$ cat src/rtl/dadd_pipe.sv
// Two-stage pipelined 4x16-bit data adder for the blitter write-back path.
// Modes: plain wrapping add, saturating Gouraud intensity, and 32-bit Z with carry chain.
module dadd_pipe (
    input  logic        sys_clk,
    input  logic        resetl,
    input  logic [15:0] adda_0,
    input  logic [15:0] adda_1,
    input  logic [15:0] adda_2,
    input  logic [15:0] adda_3,
    input  logic [15:0] addb_0,
    input  logic [15:0] addb_1,
    input  logic [15:0] addb_2,
    input  logic [15:0] addb_3,
    input  logic [1:0]  daddmode,
    input  logic        in_valid,
    output logic        in_ready,
    output logic [15:0] sum_0,
    output logic [15:0] sum_1,
    output logic [15:0] sum_2,
    output logic [15:0] sum_3,
    output logic [3:0]  sat,
    output logic        out_valid,
    input  logic        out_ready
);

    localparam logic [1:0] MODE_INT = 2'd1;
    localparam logic [1:0] MODE_Z   = 2'd2;

    // Unsigned 8.8 A plus signed B, clamped to [0, 0xFFFF]; returns {sat, sum}.
    // 18 bits are needed: the true range is -0x8000 .. 0x17FFE.
    function automatic logic [16:0] int_add(input logic [15:0] a, input logic [15:0] b);
        logic signed [17:0] s;
        s = $signed({2'b00, a}) + $signed({{2{b[15]}}, b});
        if (s < 18'sd0)
            int_add = {1'b1, 16'h0000};
        else if (s > 18'sd65535)
            int_add = {1'b1, 16'hFFFF};
        else
            int_add = {1'b0, s[15:0]};
    endfunction

    // Handshake: a side transfers when its valid and ready are both high at sys_clk.
    // S2 frees when empty or taken; S1 accepts when empty or moving into S2.
    logic s1_valid;
    logic s2_adv;
    logic s1_adv;
    logic accept;

    assign s2_adv   = !out_valid || out_ready;
    assign s1_adv   = s1_valid && s2_adv;
    assign in_ready = !s1_valid || s2_adv;
    assign accept   = in_valid && in_ready;

    logic [1:0]  s1_mode;
    logic [15:0] s1_sum0, s1_sum2;
    logic        s1_sat0, s1_sat2;
    logic        s1_c0, s1_c2;
    logic [15:0] s1_a1, s1_b1, s1_a3, s1_b3;

    // Stage 1 combinational: low words of each pair.
    logic [16:0] w0_raw, w2_raw, w0_int, w2_int;
    logic        in_is_int;

    always_comb begin
        in_is_int = (daddmode == MODE_INT);
        w0_raw    = {1'b0, adda_0} + {1'b0, addb_0};
        w2_raw    = {1'b0, adda_2} + {1'b0, addb_2};
        w0_int    = int_add(adda_0, addb_0);
        w2_int    = int_add(adda_2, addb_2);
    end

    // Stage 2 combinational: high words, carry taken from S1 only for Z beats.
    logic        s1_is_int;
    logic        cin1, cin3;
    logic [15:0] w1_wrap, w3_wrap;
    logic [16:0] w1_int, w3_int;

    always_comb begin
        s1_is_int = (s1_mode == MODE_INT);
        cin1      = (s1_mode == MODE_Z) && s1_c0;
        cin3      = (s1_mode == MODE_Z) && s1_c2;
        w1_wrap   = s1_a1 + s1_b1 + {15'd0, cin1};
        w3_wrap   = s1_a3 + s1_b3 + {15'd0, cin3};
        w1_int    = int_add(s1_a1, s1_b1);
        w3_int    = int_add(s1_a3, s1_b3);
    end

    always_ff @(posedge sys_clk) begin
        if (!resetl) begin
            s1_valid  <= 1'b0;
            s1_mode   <= 2'd0;
            s1_sum0   <= 16'h0000;
            s1_sum2   <= 16'h0000;
            s1_sat0   <= 1'b0;
            s1_sat2   <= 1'b0;
            s1_c0     <= 1'b0;
            s1_c2     <= 1'b0;
            s1_a1     <= 16'h0000;
            s1_b1     <= 16'h0000;
            s1_a3     <= 16'h0000;
            s1_b3     <= 16'h0000;
            out_valid <= 1'b0;
            sum_0     <= 16'h0000;
            sum_1     <= 16'h0000;
            sum_2     <= 16'h0000;
            sum_3     <= 16'h0000;
            sat       <= 4'h0;
        end else begin
            if (accept) begin
                s1_valid <= 1'b1;
                s1_mode  <= daddmode;
                s1_sum0  <= in_is_int ? w0_int[15:0] : w0_raw[15:0];
                s1_sum2  <= in_is_int ? w2_int[15:0] : w2_raw[15:0];
                s1_sat0  <= in_is_int && w0_int[16];
                s1_sat2  <= in_is_int && w2_int[16];
                s1_c0    <= w0_raw[16];
                s1_c2    <= w2_raw[16];
                s1_a1    <= adda_1;
                s1_b1    <= addb_1;
                s1_a3    <= adda_3;
                s1_b3    <= addb_3;
            end else if (s1_adv) begin
                s1_valid <= 1'b0;
            end

            if (s2_adv) begin
                out_valid <= s1_valid;
                if (s1_valid) begin
                    sum_0 <= s1_sum0;
                    sum_2 <= s1_sum2;
                    sum_1 <= s1_is_int ? w1_int[15:0] : w1_wrap;
                    sum_3 <= s1_is_int ? w3_int[15:0] : w3_wrap;
                    sat   <= {s1_is_int && w3_int[16], s1_sat2,
                              s1_is_int && w1_int[16], s1_sat0};
                end
            end
        end
    end

endmodule

$ cat config.mk
export PLATFORM = sky130hd
export DESIGN_NAME = dadd_pipe
export DESIGN_NICKNAME = d
export VERILOG_FILES = /design/src/rtl/dadd_pipe.sv
export SDC_FILE = /design/constraint.sdc
export NUM_CORES = 1
export LEC_CHECK = 0
export CAP_MARGIN = 10
export CORE_UTILIZATION = 52
export DETAILED_ROUTE_END_ITERATION = 8
export HOLD_SLACK_MARGIN = 0.12
export PLACE_DENSITY_LB_ADDON = 0.1
export SLEW_MARGIN = 25
export SYNTH_ARGS = -nofsm -noshare
export SYNTH_HDL_FRONTEND = slang
export SYNTH_SLANG_ARGS = --single-unit
$ cat constraint.sdc
create_clock -name sys_clk -period 3.5 [get_ports sys_clk]
set_clock_uncertainty 0.15 [all_clocks]
set_input_delay 0.7 -clock sys_clk [delete_from_list [all_inputs] [get_ports sys_clk]]
set_output_delay 0.7 -clock sys_clk [all_outputs]
set_load 0.005 [all_outputs]
==> impl_metrics.toml <==
[sta]
maxSlewViolCount = 0
rsz0062_at_grt = "no"
worst_pin_slew_ns = 0.723
worst_slack_ns = 0.191
slew_headroom = 0.504
hold_viol = 0
setup_tns_ns = 0
fmax_mhz = 302
finalCritPeriodShare = 0.945
fin_crit_ns = 3.31
finalSetupViolations = 0
fin_hold_ws_ns = 0.295

[worst_setup_path]
worstPathRequired_ns = 3.67
r2r_slack_ns = 0.19
r2r_cells = 13
cp-startpoint = "s1_mode[1]$_SDFFE_PN0P_"
path_max_fanout = 4
reg2reg_from = "s1_mode[1]$_SDFFE_PN0P_"
startpoint_type = "register"
worstPathArrival_ns = 3.48
r2r_end = "sum_1[10]$_SDFFE_PN0P_"
worstSetupPathType = "register to register"
endpoint = "sum_1[10]$_SDFFE_PN0P_"
cp-end-kind = "register"

[logic_synthesis]
yosys_warnings = 0
syn-num-nets = 1562
syn_inst = 1350
synth_edf_count = 0
synth_flop_cell = "dfxtp_1"
synth_seq_cells = 172
seq_area_frac_synth = 0.328
synth.distinct_cells = 87
syn_area_per_cell_um2 = 7.77
synthArstFlopShare = 0
synthesis.area_um2 = 10500

[placement]
dpl_worst_slack_ns = -0.254
hpwl_um = 21100
placed_area_um2 = 13000
gp_congestion = 0.919
port_buffers = 203

[floorplanning]
initial_utilization = 0.535
rows = 51
fp.dieW_um = 144
design.core.area_um2 = 19600
ios = 204
die_area_um2 = 20700
chipHeight_um = 144

[route]
vias_per_cell = 5.57
highest_layer = "met4"
wl_per_cell_um = 15.2
wl_met3_um = 1700
drtIter0Drc = 633
drc = 0
drt-met1-wl_um = 12700
dr.pass1.iters = 5
routed-via-count = 10200
ant_nets = 0
wl_met2_um = 13000
finalWirelength_um = 27900

[global_route]
grt_pass1_wl_um = 45300
grt_max_degree = 56
grt_pass1_vias = 9415
antenna_found_initial = 0
gr-total-overflow = 0
grt_use_total = 0.274

[pwr]
ir_drop_mv = 0.198
p_per_area_nw_per_um2 = 386
power_leakage_nw = 5.54

[clock_network]
insertion_delay_ns = 0.43
htree_levels = 4
cts_sinks = 172
cts_tree = "done"
cts_buffers = 17
clkSlewWorstSetupHoldPaths_ns = 0.07
clockBufferDepth = 2
root_buffer = "clkbuf_16"

[min_path]
hp-class = "register to register"

[status]
outcome = "complete, no violations"

[finish]
antenna_cells = 0
fin_area_um2 = 13600
area_delta_synth_final_pct = 29.8
drive_gt1_frac = 0.100
nets = 1766
layout_common_cells = "298 x nand2_1, 203 x a21oi_1, 203 x clkdlybuf4s50_1"
final_common_cell = "nand2_1"

[run]
cap_violations = 0
per-stage QoR:
step / cells / util / power (mW)
after floorplan: 1350 / - / 2.92
after CTS: 1831 / 0.694 / 5.28
final: 1832 / 0.694 / 5.26
after global routing: 1832 / 0.694 / 5.51
after detailed placement: 1799 / 0.664 / 3.42
after global placement: 1799 / 0.664 / 3.40
synth_stat cells, types with 11 or more instances:
cell | count | area, um2
ha_1 | 70 | 876
o21ai_1 | 16 | 80.1
o21ai_0 | 78 | 390
inv_1 | 32 | 120
a221oi_1 | 11 | 96.3
nand2b_1 | 14 | 87.6
buf_2 | 12 | 60.1
nor2_1 | 71 | 267
nor2b_1 | 13 | 81.3
xor2_1 | 23 | 201
a21oi_1 | 204 | 1020
nor3_1 | 12 | 60.1
nand2_1 | 299 | 1120
clkbuf_1 | 56 | 210
nand3_1 | 13 | 65.1
a21o_1 | 24 | 180
o21a_1 | 14 | 105
xnor2_1 | 36 | 315
dfxtp_1 | 172 | 3440
layout make-up:
type / instances / area (um2)
fillers: 1673 / 5990
flip-flops and latches: 172 / 3440
clock buffers: 20 / 457
repair buffers: 269 / 2590
multi-input cells: 1062 / 6530
clock inverters: 12 / 126
well taps: 265 / 332
inverters: 32 / 121
timing repair:
action / in CTS / in global routing
resized for setup: 0 / 1
setup endpoints to repair: 0 / 5
setup buffers: 0 / 1
hold buffers: 0 / 0
logic make-up after synthesis:
kind of cell | after synthesis | synth area share
xor gates and xnor gates | 60 | 0.0508
adders and majority gates | 78 | 0.0988
muxes | 3 | 0.00298
and+or+nand+nor | 469 | 0.194
buffers and inverters | 116 | 0.0501
DFF | 172 | 0.328
AOI/OAI and AO/OA | 452 | 0.275
where the power goes:
part / leakage (nW) / total [mW] / switching [mW] / internal, mW
Clock: 0.274 / 1.87 / 0.829 / 1.04
Combinational: 3.85 / 1.23 / 0.622 / 0.603
Sequential: 1.41 / 2.17 / 0.0794 / 2.09
Total: 5.54 / 5.26 / 1.53 / 3.73
worst min path at each step:
stage                                 start                      end  slack, ns  cells after the start
floorplan           s1_sum2[0]$_SDFFE_PN0P_  s1_sum2[0]$_SDFFE_PN0P_       0.27                      2
global placement    s1_sum2[0]$_SDFFE_PN0P_  s1_sum2[0]$_SDFFE_PN0P_       0.28                      2
detailed placement  s1_sum2[4]$_SDFFE_PN0P_  s1_sum2[4]$_SDFFE_PN0P_       0.28                      2
CTS                 s1_sum2[0]$_SDFFE_PN0P_  s1_sum2[0]$_SDFFE_PN0P_       0.30                      2
finish              s1_sum2[0]$_SDFFE_PN0P_  s1_sum2[0]$_SDFFE_PN0P_       0.30                      2
global route        s1_sum0[5]$_SDFFE_PN0P_    sum_0[5]$_SDFFE_PN0P_       0.32                      2
worst max-delay path, cell delays in order, from the launching register on:
cell,delay (ns)
dfxtp_1,0.33
nor2b_1,0.14
nand2_1,0.14
fa_1,0.24
inv_1,0.06
fa_1,0.44
a221o_1,0.34
a21oi_1,0.28
and2_1,0.20
nor3_1,0.06
a221oi_2,0.26
xor2_1,0.26
a21oi_1,0.07
o221a_2,0.23
metal layers:
layer / vias up / global-route usage
met5: - / 0
met4: 0 / 0.0901
met3: 44 / 0.0483
met2: 303 / 0.459
met1: 4725 / 0.355
li1: 5140 / -
No activity file was read; power rests on OpenSTA's default activity.
